### config.mk
export PLATFORM = sky130hd
export DESIGN_NAME = pc_gen
export DESIGN_NICKNAME = d
export VERILOG_FILES = /design/src/rtl/cpu_pkg.sv /design/src/rtl/pc_ras.sv /design/src/rtl/pc_gen.sv
export SDC_FILE = /design/constraint.sdc
export NUM_CORES = 1
export LEC_CHECK = 0
export ABC_AREA = 1
export BUFFER_PORTS_ARGS = -buffer_cell sky130_fd_sc_hd__buf_2
export CAP_MARGIN = 0
export CORE_MARGIN = 1.5
export CORE_UTILIZATION = 45
export CTS_CLUSTER_SIZE = 16
export DETAILED_ROUTE_END_ITERATION = 10
export GPL_TIMING_DRIVEN = 1
export PLACE_DENSITY = 0.66
export SETUP_SLACK_MARGIN = 0.02
export SYNTH_ARGS = -nofsm -noshare
export SYNTH_HDL_FRONTEND = slang
export SYNTH_SLANG_ARGS = --single-unit
### constraint.sdc
create_clock -name Clock -period 4 [get_ports Clock]
set_input_delay 0.6 -clock Clock [delete_from_list [all_inputs] [get_ports Clock]]
set_output_delay 0.6 -clock Clock [all_outputs]
set_load 0.1 [all_outputs]
### src/rtl/cpu_pkg.sv
// Shared CPU definitions: fetch vectors, PC step and
// the fetch FSM state encoding.
package cpu_pkg;

   localparam logic [31:0] PC_INIT_ADDR = 32'h0000_3000;
   localparam logic [31:0] PC_EXC_ADDR  = 32'h0000_4180;
   localparam int unsigned PC_STEP      = 4;

   typedef enum logic {
      ST_BOOT = 1'b0,
      ST_RUN  = 1'b1
   } fetch_state_e;

endpackage

### src/rtl/pc_ras.sv
// Circular return-address stack; overwrites the oldest
// entry when full.
module pc_ras #(
   parameter int DEPTH = 4,
   parameter int W     = 32
) (
   input  logic         Clock,
   input  logic         Reset,
   input  logic         push_i,
   input  logic         pop_i,
   input  logic [W-1:0] link_i,
   output logic [W-1:0] top_o,
   output logic         empty_o
);

   localparam int PW = $clog2(DEPTH);
   localparam logic [PW:0] FULL = (PW+1)'(DEPTH);

   logic [PW-1:0] ptr_q, ptr_d;
   logic [PW:0]   cnt_q, cnt_d;
   logic [W-1:0]  entry_q [DEPTH];
   logic [W-1:0]  entry_d [DEPTH];

   always_comb begin
      ptr_d   = ptr_q;
      cnt_d   = cnt_q;
      entry_d = entry_q;
      if (push_i && pop_i) begin
         // Net depth unchanged: replace the top entry.
         entry_d[ptr_q - PW'(1)] = link_i;
      end else if (push_i) begin
         entry_d[ptr_q] = link_i;
         ptr_d = ptr_q + PW'(1);
         if (cnt_q != FULL)
            cnt_d = cnt_q + (PW+1)'(1);
      end else if (pop_i && cnt_q != '0) begin
         ptr_d = ptr_q - PW'(1);
         cnt_d = cnt_q - (PW+1)'(1);
      end
   end

   always_ff @(posedge Clock or posedge Reset) begin
      if (Reset) begin
         ptr_q <= '0;
         cnt_q <= '0;
      end else begin
         ptr_q <= ptr_d;
         cnt_q <= cnt_d;
      end
   end

   always_ff @(posedge Clock) begin
      entry_q <= entry_d;
   end

   assign top_o   = entry_q[ptr_q - PW'(1)];
   assign empty_o = (cnt_q == '0);

endmodule

### src/rtl/pc_gen.sv
// Fetch-address generator: PC register, imem request,
// redirect arbitration and jr $ra prediction.
module pc_gen
   import cpu_pkg::*;
#(
   parameter int          ADDR_W    = 32,
   parameter logic [31:0] INIT_ADDR = PC_INIT_ADDR,
   parameter logic [31:0] EXC_ADDR  = PC_EXC_ADDR,
   parameter int          RAS_DEPTH = 4
) (
   input  logic              Clock,
   input  logic              Reset,
   input  logic              stall_i,
   input  logic              exc_i,
   input  logic              br_taken_i,
   input  logic [ADDR_W-1:0] br_target_i,
   input  logic              jump_i,
   input  logic [25:0]       jump_index_i,
   input  logic [ADDR_W-1:0] jump_base_i,
   input  logic              call_i,
   input  logic [ADDR_W-1:0] link_i,
   input  logic              ret_i,
   input  logic              fetch_ready_i,
   output logic              fetch_valid_o,
   output logic [ADDR_W-1:0] pc_o,
   output logic              flush_o,
   output logic              align_err_o,
   output logic              ras_empty_o
);

   localparam logic [ADDR_W-1:0] INIT_PC = INIT_ADDR[ADDR_W-1:0];
   localparam logic [ADDR_W-1:0] EXC_PC  = EXC_ADDR[ADDR_W-1:0];

   fetch_state_e      state_q, state_d;
   logic [ADDR_W-1:0] pc_q, pc_d;
   logic              align_err_q, align_err_d;

   logic              run;
   logic              squash;
   logic              redir;
   logic              misal;
   logic              push;
   logic              pop;
   logic [ADDR_W-1:0] tgt;
   logic [ADDR_W-1:0] jump_tgt;
   logic [ADDR_W-1:0] ras_top;
   logic              ras_empty;
   logic              unused_base;

   assign unused_base = ^jump_base_i[27:0];
   assign jump_tgt = {jump_base_i[ADDR_W-1:28], jump_index_i, 2'b00};

   pc_ras #(
      .DEPTH (RAS_DEPTH),
      .W     (ADDR_W)
   ) u_ras (
      .Clock   (Clock),
      .Reset   (Reset),
      .push_i  (push),
      .pop_i   (pop),
      .link_i  (link_i),
      .top_o   (ras_top),
      .empty_o (ras_empty)
   );

   always_comb begin
      run         = (state_q == ST_RUN);
      squash      = exc_i || br_taken_i;
      state_d     = ST_RUN;
      redir       = 1'b0;
      tgt         = pc_q;
      push        = run && call_i && !squash;
      pop         = 1'b0;
      if (run) begin
         if (exc_i) begin
            redir = 1'b1;
            tgt   = EXC_PC;
         end else if (br_taken_i) begin
            redir = 1'b1;
            tgt   = br_target_i;
         end else if (jump_i) begin
            redir = 1'b1;
            tgt   = jump_tgt;
         end else if (ret_i && !ras_empty) begin
            redir = 1'b1;
            tgt   = ras_top;
            pop   = 1'b1;
         end
      end
      misal       = redir && !exc_i && (tgt[1:0] != 2'b00);
      align_err_d = misal;
      if (misal)
         pc_d = EXC_PC;
      else if (redir)
         pc_d = tgt;
      else if (stall_i)
         pc_d = pc_q;
      else if (run && fetch_ready_i)
         pc_d = pc_q + ADDR_W'(PC_STEP);
      else
         pc_d = pc_q;
   end

   always_ff @(posedge Clock or posedge Reset) begin
      if (Reset) begin
         state_q     <= ST_BOOT;
         pc_q        <= INIT_PC;
         align_err_q <= 1'b0;
      end else begin
         state_q     <= state_d;
         pc_q        <= pc_d;
         align_err_q <= align_err_d;
      end
   end

   assign fetch_valid_o = run;
   assign pc_o          = pc_q;
   assign flush_o       = redir;
   assign align_err_o   = align_err_q;
   assign ras_empty_o   = ras_empty;

endmodule

; ---- Word level (Yosys, flattened, before mapping)
; Index checks and enable logic that the tools add are counted.
[word_totals]
regBits = 167
in_bits = 131
output_inout_bits = 36
wordCells = 85
[op_classes]
add_sub_neg = 5
order_cmp = 4
eq_ne = 5
mux = 34
n_bitwise = 3
reduce_logical = 24
[ops]
columns = op, n
row1 = $mux 32, 13
row2 = $bwmux 128, 2
row3 = $mux 128, 2
row4 = $demux 32 s2, 2
row5 = $bmux 32 s2, 1
row6 = $add 32x3->32 const B, 1
row7 = $logic_and 1x1->1, 10
row8 = $mux 1, 9
row9 = $mux 3, 3
row10 = $ge 3x3->1 const B, 2
row11 = $lt 3x1->1 const B, 2
row12 = $ne 3x1->1 const B, 2
row13 = $ne 6x4->1 const B, 1
row14 = $not 2->3, 2
row15 = $reduce_bool 2->1, 3
row16 = $reduce_bool 3->1, 2
row17 = $mux 2, 2
row18 = $reduce_and 2->1, 2
row19 = $reduce_and 4->1, 1
row20 = $add 3x1->3 const B, 1
row21 = $logic_not 1->1, 3
row22 = $logic_not 3->1, 1
row23 = $ne 3x3->1 const B, 1
row24 = $reduce_and 3->1, 1
row25 = 6 further kinds, 6

; ---- Logic depth before layout (Yosys ltp)
; Gate-level depths: netlist (run 1).
[logic_depth]
ltp_word = 14
mapped_depth = 16
ltp_nobuf = 12

; ---- Hierarchy
; Synthesis (run 1) repeated with hierarchy kept, for this count alone.
[hier_totals]
hier_cells = 1083
hier_area_um2 = 9038.7
[by_module_without_submodules]
columns = module, n_inst, cells_each, area_each_um2, seq_area_each_um2
row1 = pc_ras, 1, 543, 5879.4, 3968.8
row2 = pc_gen, 1, 540, 3159.3, 853.3

; ---- Worst setup path after synthesis (run 1)
; OpenSTA, ideal clock, no wires.
[synth_path]
kind = reg-to-reg
from = register state_q, in the netlist fetch_valid_o
to = register u_ras.entry_q[64] in the netlist's numbering (enable)
setup_ps = 421
arrival_ps = 3189
t_required_ps = 3579
slack_ps = 390
path_stages_with_launch = 8
n_path_buf = 1
period_less_slack_ps = 3610
cell_sequence = dfrtp_1 -> inv_2 -> nor2_2 -> nand3_4 -> nor2_8 -> o21ai_2 -> buf_2 -> nor2_1
[synth_between]
elab_chain_cells = 4
elab_cells_between_ends = 5
cone_classes = mux: 1 / reduce/logical: 4
[synth_lines]
columns = item, line_no
row1 = start: declaration, pc_gen.sv:34  ; fetch_state_e state_q, state_d;
row2 = start signal: assignment, pc_gen.sv:110  ; state_q <= state_d;
row3 = $logic_and 1x1->1 (2 in a row), pc_gen.sv:72  ; push = run && call_i && !squash;
row4 = $logic_and 1x1->1, pc_ras.sv:28  ; if (push_i && pop_i) begin
row5 = $reduce_bool 2->1 (no line) (*), -
row6 = end signal: assignment, pc_ras.sv:53  ; entry_q <= entry_d;
row7 = end: declaration, pc_ras.sv:21  ; logic [W-1:0] entry_q [DEPTH];
; Every way passes the cells marked *; elsewhere a longest branch is shown, timed or not.
; A chain may end at the register's enable or synchronous reset.

; ---- Worst setup path in the final report (run 1)
[layout_path]
from = register u_ras.ptr_q[1]
to = register pc_q[8], in the netlist pc_o[8]
[layout_between]
elab_chain_cells = 14
elab_cells_between_ends = 19
cone_classes = add/sub: 1 / eq/ne: 3 / mux: 10 / bitwise: 1 / reduce/logical: 4
[layout_lines]
columns = item, line_no
row1 = start: declaration, pc_ras.sv:19  ; logic [PW-1:0] ptr_q, ptr_d;
row2 = start signal: assignment, pc_ras.sv:47  ; ptr_q <= ptr_d;
row3 = $sub 2x1->2 (*), pc_ras.sv:56  ; assign top_o = entry_q[ptr_q - PW'(1)];
row4 = $not 2->3 (not written as such) (*), pc_ras.sv:56
row5 = $bmux 32 s2 (*), pc_ras.sv:56
row6 = $mux 32 (not written as such) (*) (2 in a row), pc_ras.sv:56
row7 = $mux 32 (*), pc_gen.sv:84  ; end else if (ret_i && !ras_empty) begin
row8 = $mux 32 (*), pc_gen.sv:81  ; end else if (jump_i) begin
row9 = $mux 32 (*), pc_gen.sv:78  ; end else if (br_taken_i) begin
row10 = $mux 32 (*), pc_gen.sv:75  ; if (exc_i) begin
row11 = $mux 32 (*), pc_gen.sv:74  ; if (run) begin
row12 = $reduce_bool 2->1, pc_gen.sv:90  ; misal = redir && !exc_i && (tgt[1:0] != 2'b00);
row13 = $logic_and 1x1->1, pc_gen.sv:90
row14 = $ne 6x4->1 (no line) (tied with other cells), -
row15 = $reduce_and 4->1 (no line), -
row16 = end signal: assignment, pc_gen.sv:111  ; pc_q <= pc_d;
row17 = end: declaration, pc_gen.sv:35  ; logic [ADDR_W-1:0] pc_q, pc_d;
; Every way passes the cells marked *; elsewhere a longest branch is shown, timed or not. The select of a mux whose other input is x is not followed.

==> flow_summary_export.csv, run 1 <==
group,metric,value,unit
logic_synthesis,syn_nets,1385,
cells_and_area,diodes,0,
placement,hpwl,18200,µm
power,p_switching,0.00280,W
timing,tns,0,ps
clocking,cts.sinks,167,
cells_and_area,multi_input_area,0.00399,mm²
logic_synthesis,netlist_instances,1247,
global_routing,grtUsageTotal,24.7,%
cells_and_area,syn2layout_area_growth,15.4,%
critical_path,required,4300,ps
timing,report.final.setup_viol,0,
power,internal_power,0.00365,W
power,p_leak,4.93,nW
timing,max_clock_freq,334,MHz
timing,layout_min_cycle_time,2990,ps
critical_path,cp-end-kind,"flop",
logic_synthesis,synth.largest_area_cell,"edfxtp_1",
clocking,cts_max_path_buffers,2,
timing,rsz0062_at_grt,"no",
power,p_comb_share,41.0,%
power,powerDensity,588,mW/mm²
clocking,path_clk_slew,60,ps
logic_synthesis,ys_async_sr_fraction,23.4,%
drt,first_pass_iters,5,
global_routing,grt_pass1_vias,7948,
logic_synthesis,yosys.area.top_type_share,40.5,%
logic_synthesis,syn_area_per_cell,7.62,µm²
cells_and_area,final_net_count,1499,
hold_path,holdCritPathClass,"in2async",
placement,io_buffers,138,
critical_path,start_kind,"flop",
timing,drv_slew,0,
cells_and_area,fill_cells,1988,
critical_path,cp_max_fo,17,
logic_synthesis,synth.distinct_cells,34,
drt,drt_iter0_drc,548,
timing,hold_viol_final,0,
clocking,cts-resized-gates,0,
timing,fin_ws,1010,ps
clocking,tritoncts,"done",
job,maxCapViolCount,0,
logic_synthesis,synth_enable_flop_cells,128,
global_routing,grt_pass1_wl,41600,µm
power,clkPwrFrac,24.7,%
run_status,status,"finished clean",
logic_synthesis,synthFlopType,"edfxtp_1",
die,fp.dieH,148,µm
clocking,ctsRootBufferMaster,"clkbuf_16",
drt,num_vias,8614,
clocking,h-tree-depth,4,
drt,ant_nets,0,
die,coreArea,0.0205,mm²
placement,gp_congestion,0.982,
die,die_area,0.0220,mm²
timing,fin_skew,7.93,ps
die,initial_core_util,46.4,%
die,row_count,52,
clocking,post_cts_buffers,0,
logic_synthesis,synth.area.top_cells,"edfxtp_1, nand2_1, nor2_1",
timing,worstMarginPinSlew,816,ps
critical_path,worstSetupPathType,"reg2reg",
global_routing,grt_max_degree,71,
placement,dpl_worst_slack,976,ps
power,ir_drop,0.000422,V
critical_path,critPathArrivalTime,3290,ps
drt,vias_per_cell,5.24,
global_routing,grt-ovfl-total,0,
power,p_seq_share,34.2,%
clocking,insertion_delay,420,ps
clocking,holdBufCountCts,0,
drt,drcViolationCount,0,
timing,post-route-period-util,74.9,%
logic_synthesis,synth_seq_area_share,50.8,%
clocking,numCtsBuffers,17,
drt,routed_wl,26900,µm
global_routing,grt_antenna_before_repair,1,
logic_synthesis,synth-seq-cells,167,
logic_synthesis,synthTopCellsByCount,"nand2_1, nor2_1, edfxtp_1, inv_1, o21ai_0",
timing,maxSlewHeadroom,45.6,%
logic_synthesis,syn_area,0.00950,mm²
logic_synthesis,yosys_warnings,0,
die,fp.dieW,148,µm
cells_and_area,area.sequential,0.00482,mm²
logic_synthesis,yosysMostFrequentCell,"nand2_1",
cells_and_area,drive_above_1_share,16.2,%
power,swShare,43.4,%
die,io-pin-count,167,
drt,post_drt_wl_per_cell,16.3,µm
==> critical path, cell delays in order (launching register included) <==
cell     delay (ps)
dfrtp_1         390
inv_1           100
ha_1            680
inv_1           130
nor2_1          120
nand2_1          50
nand3_1          60
nand2_1         140
nand2_1          90
nand2_1          80
a21oi_2         590
buf_4           350
a21oi_1          90
==> area by class of cell <==
class	count	share of cell area [%]
clock inverter	12	1.15
inverter	96	3.29
timing repair buffer	163	8.12
clock buffer	19	3.95
multi-input combinational	916	36.4
tap	270	3.08
sequential	167	44.0
==> per-layer routing <==
layer / track usage, % / wire (µm) / up-vias
met5: 0 / 7 / -
met4: 9.16 / 709 / 2
met3: 3.90 / 1790 / 44
met2: 41.0 / 12700 / 319
met1: 32.8 / 11700 / 4012
li1: - / - / 4237
==> kinds of logic after synthesis <==
group | after synthesis | share of synthesized area, %
other cells | 1 | 0.0395
compound gates | 160 | 8.89
buf+inv | 164 | 7.32
fa+ha+maj | 7 | 1.00
xor+xnor | 6 | 0.553
flops | 167 | 50.8
simple gates | 742 | 31.4
==> state kept, by name, indices dropped and copies added (netlist names) <==
name and cells:
fetch_valid_o 1, u_ras.entry_q 128, u_ras.ptr_q 2, align_err_o 1, pc_o 32, u_ras.cnt_q 3
==> through the flow <==
| stage | std cells | hold slack, ps | utilization (%) | area, µm² | total power (W) |
|---|---|---|---|---|---|
| 6_report | 1643 | 314 | 53.5 | 11000 | 0.00645 |
| 5_1_grt | 1643 | 381 | 53.5 | 11000 | 0.00679 |
| 4_1_cts | 1643 | 339 | 53.5 | 11000 | 0.00644 |
| 3_5_place_dp | 1612 | 488 | 50.8 | 10400 | 0.00486 |
| 3_3_place_gp | 1612 | 480 | 50.8 | 10400 | 0.00482 |
| 2_1_floorplan | 1247 | 471 | - | 9500 | 0.00413 |
==> cells in the final DEF (no fill, tap or decap), types with 2 or more instances in the layout <==
cell,synthesis,layout
clkinvlp_4,0,2
inv_2,3,3
edfxtp_1,128,128
dfstp_2,2,2
inv_1,93,93
buf_4,6,24
nor2_1,268,264
xnor2_1,2,2
o22ai_1,14,14
clkinv_1,0,3
clkbuf_1,34,2
nor2_2,2,6
nand3_1,87,87
buf_2,22,138
bufinv_16,0,2
ha_1,6,6
inv_6,0,3
o21ai_0,89,89
nand2_1,368,368
o21ai_1,11,11
xor2_1,4,4
a21oi_2,2,2
or2_2,11,11
a21oi_1,39,39
dfrtp_1,37,36
clkbuf_16,0,17
o21ai_2,3,3
==> power groups by stage <==
stage,logic [W],registers [W],clock network [W]
after global placement,0.00259,0.00224,0
after floorplan,0.00150,0.00263,0
after global routing,0.00290,0.00222,0.00168
after CTS,0.00263,0.00220,0.00160
after detailed placement,0.00262,0.00224,0
final,0.00265,0.00221,0.00159
==> path summary, 6_finish.rpt <==
path,end,cells past startpoint,slack [ps],from
worst min register to register,pc_o[0],2,490,pc_o[0]
worst min-delay path,pc_o[22],2,310,Reset
min in group Clock,pc_o[0],2,490,pc_o[0]
max in group asynchronous,pc_o[13],3,2840,Reset
worst max register to register,pc_o[8],12,1010,u_ras.ptr_q[1]
worst max-delay path,pc_o[8],12,1010,u_ras.ptr_q[1]
No activity file was read; power rests on OpenSTA's default activity.
==> inputs of run 2 (changes only) <==
==> constraint.sdc (replaced) <==
create_clock -name Clock -period 3 [get_ports Clock]
set_input_delay 0.45 -clock Clock [delete_from_list [all_inputs] [get_ports Clock]]
set_output_delay 0.45 -clock Clock [all_outputs]
set_load 0.1 [all_outputs]
==> run 2 against run 1 <==
Fmax rose by 20%. Largest cell class unchanged. Clock power rose by 26%. Clock-buffer cell count rose by 1. Flip-flop and latch count did not move. Combinational power rose by 34%. Die area did not move.
==> flow_summary_export.csv, run 2 (synthesized netlist as in run 1, its figures left out) <==
group,metric,value,unit
drt,drcViolationCount,0,
global_routing,grt_max_degree,71,
clocking,cts_max_path_buffers,2,
timing,layout_min_cycle_time,2490,ps
clocking,cts.sinks,167,
drt,ant_nets,0,
drt,routed_wl,27000,µm
clocking,cts-resized-gates,0,
global_routing,grt_pass1_wl,42700,µm
timing,max_clock_freq,401,MHz
timing,fin_hold_ws,221,ps
timing,post-route-period-util,83.1,%
critical_path,cp_max_fo,22,
placement,dp_cells,1623,
clocking,h-tree-depth,4,
placement,hpwl,18500,µm
clocking,numCtsBuffers,17,
timing,report.final.setup_viol,0,
placement,io_buffers,138,
clocking,post_cts_buffers,0,
cells_and_area,final_common_cell,"nand2_1",
hold_path,holdCritPathClass,"in2async",
job,maxCapViolCount,0,
cells_and_area,fill_cells,2022,
timing,maxSlewHeadroom,36.7,%
power,powerDensity,771,mW/mm²
die,row_count,52,
timing,fin_skew,10.5,ps
drt,drt_iter0_drc,637,
cells_and_area,regMostFlops,"u_ras.entry_q",
drt,num_vias,8553,
clocking,path_clk_slew,70,ps
run_status,status,"finished clean",
placement,placed_area,0.0105,mm²
cells_and_area,area.sequential,0.00482,mm²
die,fp.dieH,148,µm
drt,vias_per_cell,5.17,
cells_and_area,syn2layout_area_growth,16.0,%
clocking,tritoncts,"done",
critical_path,start_kind,"flop",
cells_and_area,drive_above_1_share,17.0,%
cells_and_area,design_area,0.0110,mm²
clocking,ctsRootBufferMaster,"clkbuf_16",
cells_and_area,diodes,0,
power,p_leak,4.97,nW
critical_path,cp-end-kind,"flop",
die,coreArea,0.0205,mm²
cells_and_area,final_net_count,1510,
power,ir_drop,0.000610,V
die,initial_core_util,46.4,%
die,die_area,0.0220,mm²
timing,rsz0062_at_grt,"no",
timing,drv_slew,0,
cells_and_area,stdcell_count,1655,
cells_and_area,utilization,53.8,%
timing,tns,0,ps
clocking,holdBufCountCts,0,
die,fp.dieW,148,µm
timing,hold_viol_final,0,
critical_path,critPathArrivalTime,2800,ps
global_routing,grt_antenna_before_repair,2,
drt,first_pass_iters,5,
critical_path,required,3300,ps
cells_and_area,largest_reg_flops,128,
drt,post_drt_wl_per_cell,16.3,µm
clocking,insertion_delay,430,ps
global_routing,grtUsageTotal,25.3,%
cells_and_area,multi_input_area,0.00399,mm²
critical_path,worstSetupPathType,"reg2reg",
placement,gp_congestion,1.04,
cells_and_area,final_cell_mix,"nand2_1, nor2_1, buf_2, edfxtp_1, inv_1",
die,io-pin-count,167,
global_routing,grt-ovfl-total,0,
global_routing,grt_pass1_vias,8052,
timing,worstMarginPinSlew,948,ps
## run 2: cell types whose count changed in the layout (fill, tap and decap cells not counted), sizes merged
cell	before	now
bufinv	2	0
clkinvlp	2	3
buf	163	174
clkinv	5	6
clkbuf	19	20
## run 2: final cells by class
class                      count  area share, %
inverter                      96           3.27
sequential                   167           43.7
clock inverter                12          0.885
timing repair buffer         174           8.85
multi-input combinational    916           36.2
tap                          270           3.06
clock buffer                  20           3.96
## run 2: worst paths after layout
path	to	cells past startpoint	start	slack (ps)
max	pc_o[14]	13	u_ras.ptr_q[1]	510
min	pc_o[0]	2	Reset	220
max reg2reg	pc_o[14]	13	u_ras.ptr_q[1]	510
min reg2reg	pc_o[0]	2	pc_o[0]	500
max in group asynchronous	pc_o[12]	3	Reset	1980
min in group Clock	u_ras.entry_q[30]	3	link_i[30]	350
## run 2: report_power, final
group          leakage, nW  total [W]  internal (W)  switching, W
sequential            1.67    0.00294       0.00276      0.000188
combinational         3.05    0.00356      0.000944       0.00261
clock                0.252    0.00200       0.00107      0.000929
total                 4.97    0.00850       0.00477       0.00373
## run 2: metal layers
| layer | vias to the layer above | share of wire, % | track usage (%) |
|---|---|---|---|
| li1 | 4260 | - | - |
| met1 | 3937 | 43 | 32.8 |
| met2 | 307 | 48 | 42.5 |
| met3 | 47 | 6.1 | 4.05 |
| met4 | 2 | 2.9 | 10.1 |
| met5 | - | 0.045 | 0 |
## run 2: through the flow
stage / power, W / setup WS [ps]
after floorplan: 0.00551 / -94.0
after global placement: 0.00649 / 621
after detailed placement: 0.00654 / 532
after CTS: 0.00853 / 516
after global routing: 0.00902 / 300
final: 0.00850 / 508
## run 2: worst max-delay path: stages, from the launching register on
cell	delay [ps]
dfrtp_1	410
inv_1	110
ha_1	530
inv_1	100
buf_4	230
nor2_1	110
nand2_1	60
nand3_1	60
nand2_1	110
nand2_1	80
nand2_1	70
a21oi_2	160
buf_4	240
a21oi_1	90
==> inputs of run 3 (changes only) <==
==> constraint.sdc (replaced) <==
create_clock -name Clock -period 2.4 [get_ports Clock]
set_input_delay 0.36 -clock Clock [delete_from_list [all_inputs] [get_ports Clock]]
set_output_delay 0.36 -clock Clock [all_outputs]
set_load 0.1 [all_outputs]
==> run 3 against run 2 <==
Final cell count is 0.42% higher. Worst setup slack worse by 320 ps. Flip-flop and latch count unchanged. Largest power group unchanged. Highest routed layer is now met4.
==> flow_summary_export.csv, run 3 (synthesized netlist as in run 1, its figures left out) <==
group,metric,value,unit
critical_path,cp_slowest_cell,"buf_4",
timing,drv_slew,0,
clocking,numCtsBuffers,17,
clocking,cts_max_path_buffers,2,
power,swShare,43.3,%
power,p_seq_share,33.9,%
die,die_area,0.0220,mm²
drt,drcViolationCount,0,
job,maxCapViolCount,0,
timing,report.final.setup_viol,0,
clocking,post_cts_buffers,0,
placement,placed_area,0.0107,mm²
die,row_count,52,
global_routing,grt_pass1_wl,42800,µm
power,clkPwrFrac,23.7,%
clocking,h-tree-depth,4,
global_routing,grt_pass1_vias,8074,
power,powerDensity,969,mW/mm²
critical_path,start_kind,"flop",
timing,fin_skew,12.9,ps
cells_and_area,final_common_cell,"nand2_1",
placement,gp_congestion,0.905,
drt,ant_nets,0,
die,io-pin-count,167,
placement,hpwl,19200,µm
global_routing,grtUsageTotal,25.3,%
cells_and_area,design_area,0.0112,mm²
drt,num_vias,8542,
power,p_leak,5.05,nW
critical_path,worstSetupPathType,"reg2reg",
clocking,tritoncts,"done",
cells_and_area,final_net_count,1517,
global_routing,grt_antenna_before_repair,0,
die,fp.dieW,148,µm
placement,io_buffers,138,
power,p_switching,0.00471,W
die,coreArea,0.0205,mm²
critical_path,critPathTopFamily,"buffers and inverters",
timing,max_clock_freq,452,MHz
critical_path,cp_num_buf_inv,2,
timing,maxSlewHeadroom,49.9,%
critical_path,cp-end-kind,"flop",
clocking,cts.sinks,167,
timing,worstMarginPinSlew,752,ps
timing,layout_min_cycle_time,2210,ps
cells_and_area,syn2layout_area_growth,18.1,%
power,internal_power,0.00616,W
drt,drt_iter0_drc,541,
cells_and_area,regMostFlops,"u_ras.entry_q",
critical_path,critPathMaxStageDelay,600,ps
cells_and_area,largest_reg_flops,128,
critical_path,required,2610,ps
hold_path,holdCritPathClass,"in2async",
power,ir_drop,0.000510,V
timing,hold_viol_final,0,
timing,tns,0,ps
clocking,path_clk_slew,70,ps
drt,vias_per_cell,5.14,
global_routing,grt_max_degree,71,
timing,rsz0062_at_grt,"no",
clocking,insertion_delay,430,ps
critical_path,worstPathCellList,"buf_4 > ha_1 > buf_4 > nand2_1 > o21ai_0",
drt,post_drt_wl_per_cell,16.3,µm
cells_and_area,drive_above_1_share,17.7,%
global_routing,grt-ovfl-total,0,
die,initial_core_util,46.4,%
clocking,ctsRootBufferMaster,"clkbuf_16",
critical_path,cp_max_fo,70,
drt,first_pass_iters,5,
cells_and_area,diodes,0,
critical_path,path_common_cell,"buf_4",
timing,post-route-period-util,92.2,%
run_status,status,"finished clean",
critical_path,critPathArrivalTime,2430,ps
die,fp.dieH,148,µm
cells_and_area,final_cell_mix,"nand2_1, nor2_1, buf_2, edfxtp_1, inv_1",
power,p_comb_share,42.4,%
drt,routed_wl,27200,µm
==> run 3: changes by cell type in the layout (fill, tap and decap cells not counted), moves of 2 or more <==
| cell | change |
|---|---|
| nor2_4 | +4 |
| nor2_2 | -4 |
| clkinv_4 | -3 |
| inv_6 | +3 |
| buf_12 | +8 |
| clkbuf_1 | -3 |
| clkinvlp_4 | -2 |
| clkinv_2 | +3 |
==> run 3: final cells by class <==
cell class	instances	area [µm²]
clock buffer	17	425
clock inverter	15	125
fill	1998	9270
inverter	96	360
multi-input combinational	916	4020
sequential	167	4830
tap	270	338
timing repair buffer	181	1130
==> run 3: final timing paths <==
kind                                          to           start  slack (ps)  cells past startpoint
worst max register to register  u_ras.entry_q[8]  u_ras.ptr_q[0]         190                      5
worst max-delay path            u_ras.entry_q[8]  u_ras.ptr_q[0]         190                      5
worst min register to register           pc_o[1]         pc_o[1]         490                      2
max in group asynchronous          fetch_valid_o           Reset        1920                      3
worst min-delay path                    pc_o[23]           Reset          70                      3
min in group Clock              u_ras.entry_q[6]       link_i[6]         270                      3
==> run 3: power groups by stage <==
stage	Combinational, W	Sequential, W	Clock [W]
global route	0.00506	0.00371	0.00274
finish	0.00461	0.00368	0.00258
detailed placement	0.00457	0.00374	0
CTS	0.00460	0.00368	0.00261
floorplan	0.00252	0.00437	0
global placement	0.00449	0.00373	0
==> run 3: metal layers <==
layer	share of wire (%)	global-route usage, %	vias to the layer above
li1	-	-	4267
met1	43	33.5	3952
met2	48	42.5	276
met3	6.4	3.74	47
met4	2.4	9.01	0
met5	0	0	-
==> run 3: worst min-delay path: stages <==
cell	delay, ps
buf_2	90
inv_1	40
buf_4	450
==> run 3: repair_timing <==
item,4_1_cts,5_1_grt
endpoints found under the setup margin,0,1
hold buffers,0,0
gates resized for setup,0,1
==> run 3: through the flow <==
step	setup WS (ps)	util (%)	cells	hold slack (ps)	power (W)
after floorplan	20.4	-	1247	471	0.00689
final	187	54.8	1662	65.1	0.0109
after CTS	106	54.7	1662	80.2	0.0109
after detailed placement	228	52.1	1630	481	0.00830
after global placement	275	52.1	1630	482	0.00823
after global routing	22.9	54.8	1662	97.5	0.0115
